===== src/rtl/e_expand_pipe.sv =====
// E-expansion stage: expands each 4-bit group of R to 6 bits with wrap-around edge bits; optional subkey XOR (E_EXPAND_KEYMIX_EN).
// Latency: 1 cycle from input accept to out_valid; throughput 1 word/cycle.
// Backpressure: 2-entry output FIFO; in_ready = (occupancy < 2), independent of out_ready.
module e_expand_pipe #(
    parameter  int HALF_W = 64,
    localparam int EW     = HALF_W * 3 / 2
) (
    input  logic          i_clk,
    input  logic          i_rst_n,
    input  logic          i_clr,
    input  logic          i_in_valid,
    output logic          o_in_ready,
    input  logic [HALF_W-1:0] i_in_r,
    input  logic [EW-1:0] i_in_k,
    output logic          o_out_valid,
    input  logic          i_out_ready,
    output logic [EW-1:0] o_out_data,
    output logic [1:0]    o_occupancy
);
    localparam int G = HALF_W / 4;

    logic [EW-1:0] w_exp;
    logic [EW-1:0] w_word;
    logic          w_push;
    logic          w_pop;

    logic [EW-1:0] r_mem [2];
    logic          r_head;
    logic          r_tail;
    logic [1:0]    r_count;

    // Each group takes its own 4 bits plus one borrowed bit from each neighbour,
    // wrapping from R0 back to R[HALF_W-1] and vice versa.
    for (genvar g = 0; g < G; g++) begin : g_grp
        localparam int B = EW - 1 - 6 * g;
        assign w_exp[B]     = i_in_r[(HALF_W - 4 * g) % HALF_W];
        assign w_exp[B - 1] = i_in_r[HALF_W - 1 - 4 * g];
        assign w_exp[B - 2] = i_in_r[HALF_W - 2 - 4 * g];
        assign w_exp[B - 3] = i_in_r[HALF_W - 3 - 4 * g];
        assign w_exp[B - 4] = i_in_r[HALF_W - 4 - 4 * g];
        assign w_exp[B - 5] = i_in_r[(2 * HALF_W - 5 - 4 * g) % HALF_W];
    end

`ifdef E_EXPAND_KEYMIX_EN
    assign w_word = w_exp ^ i_in_k;
`else
    // Subkey port kept for a uniform interface; it feeds nothing.
    logic w_unused_k;
    assign w_unused_k = ^i_in_k;
    assign w_word     = w_exp;
`endif

    assign o_in_ready  = (r_count != 2'd2);
    assign o_out_valid = (r_count != 2'd0);
    assign o_occupancy = r_count;
    assign o_out_data  = r_mem[r_head];

    assign w_push = i_in_valid & o_in_ready;
    assign w_pop  = o_out_valid & i_out_ready;

    // FIFO state: clr beats push/pop; storage is don't-care after clr.
    always_ff @(posedge i_clk or negedge i_rst_n) begin
        if (!i_rst_n) begin
            r_mem[0] <= '0;
            r_mem[1] <= '0;
            r_head   <= 1'b0;
            r_tail   <= 1'b0;
            r_count  <= 2'd0;
        end else if (i_clr) begin
            r_head  <= 1'b0;
            r_tail  <= 1'b0;
            r_count <= 2'd0;
        end else begin
            if (w_push) begin
                r_mem[r_tail] <= w_word;
                r_tail        <= ~r_tail;
            end
            if (w_pop) begin
                r_head <= ~r_head;
            end
            case ({w_push, w_pop})
                2'b10:   r_count <= r_count + 2'd1;
                2'b01:   r_count <= r_count - 2'd1;
                default: r_count <= r_count;
            endcase
        end
    end
endmodule


===== config.mk =====
export PLATFORM = sky130hd
export DESIGN_NAME = e_expand_pipe
export DESIGN_NICKNAME = d
export VERILOG_FILES = /design/src/rtl/e_expand_pipe.sv
export SDC_FILE = /design/constraint.sdc
export NUM_CORES = 1
export LEC_CHECK = 0
export ABC_AREA = 1
export BUFFER_PORTS_ARGS = -buffer_cell sky130_fd_sc_hd__buf_2
export CAP_MARGIN = 20
export CORE_ASPECT_RATIO = 1.2
export CORE_MARGIN = 2
export CORE_UTILIZATION = 53
export CTS_BUF_LIST = sky130_fd_sc_hd__clkbuf_4
export DETAILED_ROUTE_END_ITERATION = 8
export PLACE_DENSITY = 0.93
export SLEW_MARGIN = 30
export SYNTH_ARGS = -nofsm -noshare
export SYNTH_HDL_FRONTEND = slang
export SYNTH_SLANG_ARGS = --single-unit

===== constraint.sdc =====
create_clock -name i_clk -period 2.29 [get_ports i_clk]
set_input_delay 0.458 -clock i_clk [delete_from_list [all_inputs] [get_ports i_clk]]
set_output_delay 0.458 -clock i_clk [all_outputs]
set_load 0.05 [all_outputs]

==> results of run 1 <==
## cells by family (layout without fill, tap and decap cells)
family,after synthesis,in the layout,synth area share [%]
AOI/OAI and AO/OA,132,132,11.3
buffers and inverters,145,288,12.9
DFF,132,132,54.4
other,0,2,0
and+or+nand+nor,342,342,21.4
## worst max-delay path: stages, from the launching register on
cell and delay [ps]:
dfrtp_2 490, inv_8 140, buf_16 180, nand2_1 60
nand2_1 80, buf_2 280
## metal layers
metal  part of all wire (%)  global-route usage, %  vias to the layer above
met1                     42                   28.6                     2388
li1                       -                      -                     2556
met2                     48                   33.6                      200
met5                   0.11                      0                        -
met4                    1.4                   8.36                        2
met3                    8.3                   7.60                       16
## cell type report
cell class	count	area share [%]
sequential	132	45.1
multi-input combinational	474	27.4
timing repair buffer	185	16.7
inverter	71	3.74
tap	154	2.63
clock inverter	14	2.55
clock buffer	18	1.85
antenna	2	0.0683
## path summary, 6_finish.rpt
path                                                  from                     end  slack [ps]  cells after the start
worst max-delay path                    r_head$_DFFE_PN0P_           o_out_data[5]          80                      5
worst min-delay path                            i_in_r[32]   r_mem[49]$_DFFE_PN0P_         170                      3
worst max register to register  o_occupancy[0]$_DFFE_PN0P_   r_mem[30]$_DFFE_PN0P_         820                      6
worst min register to register      r_mem[158]$_DFFE_PN0P_  r_mem[158]$_DFFE_PN0P_         500                      2
max in group asynchronous                          i_rst_n  r_mem[110]$_DFFE_PN0P_        1160                      3
min in group asynchronous                          i_rst_n  r_mem[170]$_DFFE_PN0P_         450                      2
## report_power, final
group          total [mW]  switching, mW  internal, mW
clock                1.72          0.846         0.871
combinational        3.30           2.41         0.881
sequential           3.19          0.304          2.88
total                8.20           3.56          4.63
## timing repair
action | CTS | global route
setup endpoints to repair | 74 | 93
pin swaps | 0 | 0
gates cloned | 0 | 1
hold buffers | 1 | 0
gates resized for setup | 6 | 56
endpoints found under the hold margin | 39 | 0
buffers inserted | 0 | 5
## sequential cells by signal, summed over array words and instances, names as in the netlist
name	count
r_mem	128
o_occupancy	2
r_head	1
r_tail	1
## cells in the mapped netlist (all sizes together)
library cell and n:
buf 60, nand2 331, a21oi 2, nand4 4
nor2 4, inv 71, clkbuf 14, nand3 3
o21ai 130, dfrtp 132
## cells in the final DEF, fill, tap and decap left out, drive strengths merged
cell type and n:
nand3 3, buf 171, clkinv 7, clkinvlp 3, diode 2, dlygate4sd3 1, o21ai 130, clkbuf 31
nand4 4, bufinv 4, nor2 4, inv 71, a21oi 2, nand2 331, dfrtp 132
## stage by stage
step	setup WS, ps	hold WS [ps]
2_1_floorplan	147	162
3_3_place_gp	522	467
3_5_place_dp	527	469
4_1_cts	7.46	117
5_1_grt	-22.6	139
6_report	76.0	174
==> impl_metrics.toml, run 1 <==
[detailed_routing]
drt-initial-drc-count = 289
wl_per_cell_um = 12.9
vias = 5162
drc = 0
routed_via_density = 4.92
routed_wirelength_mm = 13.5
ant_nets = 0
drtPass1Iterations = 5

[setup_path]
required_ps = 1830
critPathKind = "flip-flop to output pin"
crit_path_start_kind = "flip-flop"
cp-end-kind = "output pin"
cp_max_fo = 26
crit_arrival_ps = 1760

[cts]
cts_tree = "yes"
cts_made_buffers = 17
htree_levels = 4
clockRootBuffer = "clkbuf_4"
cts_sinks = 132
clock_latency_ps = 520
clockBufferDepth = 2
path_clk_slew_ps = 120

[global_route]
gr-total-overflow = 0
antenna_found_initial = 3
grt_pass1_wl_mm = 21.3
track_usage_pct = 21.9
grt_max_degree = 73
grt_pass1_vias = 4776

[yosys]
ys_warn_count = 0
synth_cells = 751
synth_area_sq_um = 6070
ys_seq_elements = 132
ys_top_cells_by_area = "dfrtp_1, nand2_1, o21ai_1"
yosys.area.top_type = "dfrtp_1"
yosys.area.top_type_share_pct = 54.4
syn-num-nets = 916
ys_seq_area_share_pct = 54.4
synth_cell_type_count = 17
syn-mean-instance-area_sq_um = 8.08

[cells_and_area]
nFillCells = 872
multi_input_area_sq_um = 2000
fin_area_sq_um = 7320
final_cells = 1050
drive_above_1_share_pct = 25.1
nets = 1046
syn_to_final_growth_pct = 20.7
final_util_pct = 66.0
register_area_sq_um = 3300

[sta]
min_period_over_period_pct = 96.7
slew_headroom_pct = 64.4
setup_violations = 0
skew_ps = 13.8
tns_ps = 0
maxClockFrequency_mhz = 452
rsz0062_at_grt = "yes"
finalCriticalPeriod_ps = 2210
slew_violations = 0
hold_violations = 0
worstMarginPinSlew_ps = 534

[placed_design]
io_buffer_count = 168
postPlaceCellArea_sq_um = 6790
place_inst = 1009
place_hpwl_mm = 8.59
place.gp.congestion = 0.836

[power]
p_total_mw = 8.20
ir_drop_mv = 0.671
leakagePower_nw = 4.17
power_density_nw_per_um2 = 1120

[die]
die_area_sq_um = 12300
die_h_um = 121
initial_core_util_pct = 54.7
rows = 42
coreArea_sq_um = 11100
pin_count = 265
die_w_um = 102

[outcome]
status = "completed"

[run]
drv_cap = 0

[hold_path]
hold_class = "primary input to flip-flop"
Note: power is estimated with default switching activity, not from simulation.
==> inputs of run 2 (changes only) <==
- PLACE_DENSITY: 0.93 -> 0.94
==> run 2 against run 1 <==
  * Global-route usage fell by 0.22 points
  * Count of clock-buffer cells in the layout increased by 3
  * Via count down 1.9%
  * Core utilization decreased by 2.4 points
  * Combinational power decreased by 5%
  * Wire length down 4.3%
  * Design area shrank 3.7%
  * Critical path depth unchanged
  * Flip-flop and latch count stayed put
  * Clock power is 20% lower
  * Largest power group is now sequential cells
  * Largest cell class unchanged
  * Sequential power hardly changed
  * Critical endpoint is now o_out_data[25]
  * Hold slack improved by 11 ps
==> impl_metrics.toml, run 2 (same netlist as run 1, synthesis figures left out) <==
[cells_and_area]
final_common_cell = "nand2_1"
drive_above_1_share_pct = 24.5
fin_area_sq_um = 7060
largest_reg_flops = 128
final_cell_mix = "nand2_1, buf_2, dfrtp_1, o21ai_1, inv_1"
nets = 1039
regMostFlops = "r_mem"
syn_to_final_growth_pct = 16.3

[detailed_routing]
wl_per_cell_um = 12.4
vias = 5063
drtPass1Iterations = 5
drt-initial-drc-count = 288
routed_via_density = 4.86
drc = 0
routed_wirelength_mm = 12.9
ant_nets = 0

[die]
die_w_um = 102
coreArea_sq_um = 11100
die_h_um = 121
rows = 42
pin_count = 265
initial_core_util_pct = 54.7
die_area_sq_um = 12300

[power]
leakagePower_nw = 4.08
power_density_nw_per_um2 = 1090
seqPwrFrac_pct = 41.3
clkPwrFrac_pct = 17.8
p_sw_share_pct = 45.1
p_int_mw = 4.23
pwr-share-comb_pct = 40.9
switchingPower_mw = 3.47
ir_drop_mv = 0.623

[placed_design]
place.gp.congestion = 0.810
postPlaceCellArea_sq_um = 6770
io_buffer_count = 168
place_hpwl_mm = 8.67

[cts]
path_clk_slew_ps = 110
clockBufferDepth = 2
cts_tree = "yes"
htree_levels = 4
clock_latency_ps = 510
clockRootBuffer = "clkbuf_4"
cts_sinks = 132
cts_made_buffers = 17

[setup_path]
critPathKind = "flip-flop to output pin"
ff2ff_path_depth = 6
reg2reg_slack_ps = 840
crit_path_start_kind = "flip-flop"
reg2reg_to = "r_mem[75]$_DFFE_PN0P_"
startpoint = "r_head$_DFFE_PN0P_"
required_ps = 1830
crit_arrival_ps = 1730
cp-end-kind = "output pin"
cp_max_fo = 33
r2r_start = "o_occupancy[0]$_DFFE_PN0P_"
endpoint = "o_out_data[25]"

[sta]
finalCriticalPeriod_ps = 2190
slew_headroom_pct = 71.9
tns_ps = 0
rsz0062_at_grt = "no"
skew_ps = 12.7
setup_violations = 0
slew_violations = 0
maxClockFrequency_mhz = 457
hold_violations = 0
min_period_over_period_pct = 95.5
worstMarginPinSlew_ps = 421

[global_route]
gr-total-overflow = 0
track_usage_pct = 21.7
grt_pass1_vias = 4686
antenna_found_initial = 3
grt_max_degree = 73
grt_pass1_wl_mm = 21.0

[hold_path]
hold_class = "primary input to flip-flop"
min_from = "i_in_r[30]"

[run]
drv_cap = 0

[outcome]
status = "completed"
run 2: per-stage QoR:
| stage | instances | utilization (%) | power (mW) | setup WS, ps | hold slack [ps] |
|---|---|---|---|---|---|
| 4_1_cts | 1040 | 63.3 | 7.74 | 17.6 | 139 |
| 3_3_place_gp | 1008 | 61.0 | 6.27 | 519 | 410 |
| 2_1_floorplan | 751 | - | 5.84 | 147 | 162 |
| 3_5_place_dp | 1008 | 61.0 | 6.36 | 516 | 409 |
| 5_1_grt | 1041 | 63.6 | 8.15 | 5.88 | 151 |
| 6_report | 1042 | 63.6 | 7.70 | 103 | 185 |
run 2: layout make-up:
cell class              instances  area, sq um
flip-flops and latches        132         3300
well taps                     154          193
multi-input cells             474         2000
inverters                      71          267
repair buffers                178         1040
clock inverters                10         86.3
fillers                       926         4030
diodes                          2         5.00
clock buffers                  21          158
run 2: worst max-delay path: stages (launching register included):
cell     delay, ps
dfrtp_2        440
inv_2          110
buf_12         200
nand2_1         70
nand2_1        110
buf_2          280
run 2: how the worst min path moves through the flow:
stage                                       to  slack (ps)  cells after the start
floorplan           o_occupancy[0]$_DFFE_PN0P_         160                      0
global placement        r_mem[169]$_DFFE_PN0P_         410                      1
detailed placement      r_mem[168]$_DFFE_PN0P_         410                      1
CTS                      r_mem[45]$_DFFE_PN0P_         140                      3
global route            r_mem[171]$_DFFE_PN0P_         150                      3
finish                  r_mem[141]$_DFFE_PN0P_         180                      3
run 2: per-layer routing:
metal  up-vias  track usage, %  share of wire (%)
met5         -               0              0.054
met4         2            9.38                2.1
met3        28            6.85                8.2
met2       181            34.6                 47
met1      2309            26.9                 42
li1       2543               -                  -
run 2: power groups by stage:
stage	clock network [mW]	logic (mW)	registers, mW
6_report	1.37	3.15	3.18
5_1_grt	1.50	3.40	3.25
4_1_cts	1.41	3.15	3.18
3_5_place_dp	0	3.14	3.22
3_3_place_gp	0	3.09	3.19
2_1_floorplan	0	2.68	3.17
run 2: what timing repair did:
| item | in CTS | in global routing |
|---|---|---|
| hold endpoints to repair | 30 | 0 |
| setup endpoints to repair | 46 | 35 |
| resized for setup | 1 | 9 |
| setup buffers | 0 | 0 |
| hold buffers | 1 | 0 |
==> inputs of run 3 (changes only) <==
- CELL_PAD_IN_SITES_DETAIL_PLACEMENT: unset -> 1
- CELL_PAD_IN_SITES_GLOBAL_PLACEMENT: unset -> 2
- CORE_UTILIZATION: 53 -> 29
- PLACE_DENSITY: 0.94 -> 0.87
==> run 3 against run 2 <==
  * Via count shrank 1.0%
  * Worst setup slack gained 31 ps
  * Design area grew 7.7%
  * Wire length grew 25%
  * Largest cell class unchanged
  * Register-to-register slack lost 80 ps
==> impl_metrics.toml, run 3 (same netlist as run 1, synthesis figures left out) <==
[sta]
worstMarginPinSlew_ps = 578
min_period_over_period_pct = 94.2
slew_violations = 0
finalCriticalPeriod_ps = 2160
rsz0062_at_grt = "yes"
skew_ps = 13.3
slew_headroom_pct = 61.5
maxClockFrequency_mhz = 464
fin_ws_ps = 134
hold_violations = 0
setup_violations = 0

[setup_path]
crit_arrival_ps = 1700
crit_path_start_kind = "flip-flop"
r2r_start = "o_occupancy[0]$_DFFE_PN0P_"
cp-end-kind = "output pin"
cp_max_fo = 16
critPathKind = "flip-flop to output pin"
reg2reg_to = "r_mem[111]$_DFFE_PN0P_"
ff2ff_path_depth = 6
reg2reg_slack_ps = 760
required_ps = 1830

[die]
coreArea_sq_um = 20400
die_h_um = 162
initial_core_util_pct = 29.8
die_area_sq_um = 22100
rows = 57
die_w_um = 136
pin_count = 265

[cts]
cts_made_buffers = 17
cts_sinks = 132
clockBufferDepth = 2
clock_latency_ps = 510
path_clk_slew_ps = 120
cts_tree = "yes"
clockRootBuffer = "clkbuf_4"
postCtsSetupBuffers = 0
htree_levels = 4

[placed_design]
place.gp.congestion = 0.673
io_buffer_count = 168
pre_cts_ws_ps = 483
postPlaceCellArea_sq_um = 6940
place_hpwl_mm = 10.2

[global_route]
grt_pass1_vias = 5159
gr-total-overflow = 0
grt_pass1_wl_mm = 25.5
track_usage_pct = 14.8
grt_max_degree = 71
antenna_found_initial = 1

[detailed_routing]
wl_per_cell_um = 13.9
routed_wirelength_mm = 16.1
drc = 0
ant_nets = 0
routed_via_density = 4.32
drt-initial-drc-count = 223
drtPass1Iterations = 4
vias = 5010

[run]
drv_cap = 0

[cells_and_area]
drive_above_1_share_pct = 25.4
largest_reg_flops = 128
final_common_cell = "nand2_1"
nFillCells = 2533
nets = 1045
final_cell_mix = "nand2_1, dfrtp_1, o21ai_1, buf_4, buf_2"
regMostFlops = "r_mem"
syn_to_final_growth_pct = 25.3
fin_area_sq_um = 7600

[power]
power_density_nw_per_um2 = 1090
ir_drop_mv = 0.407
p_total_mw = 8.32
leakagePower_nw = 4.20

[hold_path]
holdPathEnd = "r_mem[62]$_DFFE_PN0P_"
hold_class = "primary input to flip-flop"
min_path_cells = 3
min_from = "i_in_r[41]"

[outcome]
status = "completed"
-- run 3: changes by cell type in the layout (fill, tap and decap cells not counted), moves of 4 or more --
cell / before / now
buf_2: 160 / 77
buf_4: 2 / 80
nand2_2: 0 / 4
nand2_1: 330 / 326
clkbuf_4: 28 / 23
buf_6: 0 / 10
-- run 3: area by class of cell --
cell class / instances / area [sq um] / share of cell area [%]
diodes: 1 / 2.50 / 0.0329
clock buffers: 18 / 135 / 1.78
clock inverters: 14 / 161 / 2.12
inverters: 71 / 272 / 3.57
multi-input cells: 474 / 2010 / 26.5
flip-flops and latches: 132 / 3300 / 43.5
well taps: 265 / 332 / 4.36
repair buffers: 184 / 1380 / 18.2
-- run 3: metrics by stage --
stage / hold WS (ps) / instances / setup TNS, ps / utilization [%]
final: 186 / 1159 / 0 / 37.3
after global placement: 466 / 1123 / 0 / 34.0
after floorplan: 162 / 751 / 0 / -
after detailed placement: 472 / 1123 / 0 / 34.0
after global routing: 97.8 / 1159 / -472 / 37.3
after CTS: 99.5 / 1157 / -1540 / 36.3
-- run 3: worst max path at each step --
stage | startpoint | to | slack (ps) | depth (start not counted)
final | r_head$_DFFE_PN0P_ | o_out_data[76] | 130 | 5
after global routing | r_head$_DFFE_PN0P_ | o_out_data[17] | -20 | 5
after CTS | r_head$_DFFE_PN0P_ | o_out_data[4] | -60 | 5
after detailed placement | r_head$_DFFE_PN0P_ | o_out_data[10] | 480 | 5
after global placement | r_head$_DFFE_PN0P_ | o_out_data[10] | 520 | 5
after floorplan | r_head$_DFFE_PN0P_ | o_out_data[12] | 150 | 6
-- run 3: worst max-delay path, stage by stage, from the launching register on --
cell and delay (ps):
dfrtp_2 480, clkinv_4 120, clkbuf_16 210, nand2_1 60, nand2_1 110, buf_4 220
-- run 3: timing repair --
item,CTS,global route
endpoints found under the setup margin,96,96
gates cloned,1,1
hold buffers,1,0
resized for setup,49,102
endpoints found under the hold margin,54,0
pin swaps,0,0
-- run 3: metal layers --
metal	track usage (%)	up-vias	wire, um
li1	-	2545	-
met1	18.9	2355	7230
met2	24.1	104	8080
met3	3.61	6	653
met4	5.35	0	132
met5	0	-	0
-- run 3: report_power, final --
group,internal (mW),leakage [nW],total (mW),switching (mW)
clock,0.762,0.153,1.65,0.890
combinational,1.04,2.39,3.49,2.45
sequential,2.88,1.65,3.18,0.297
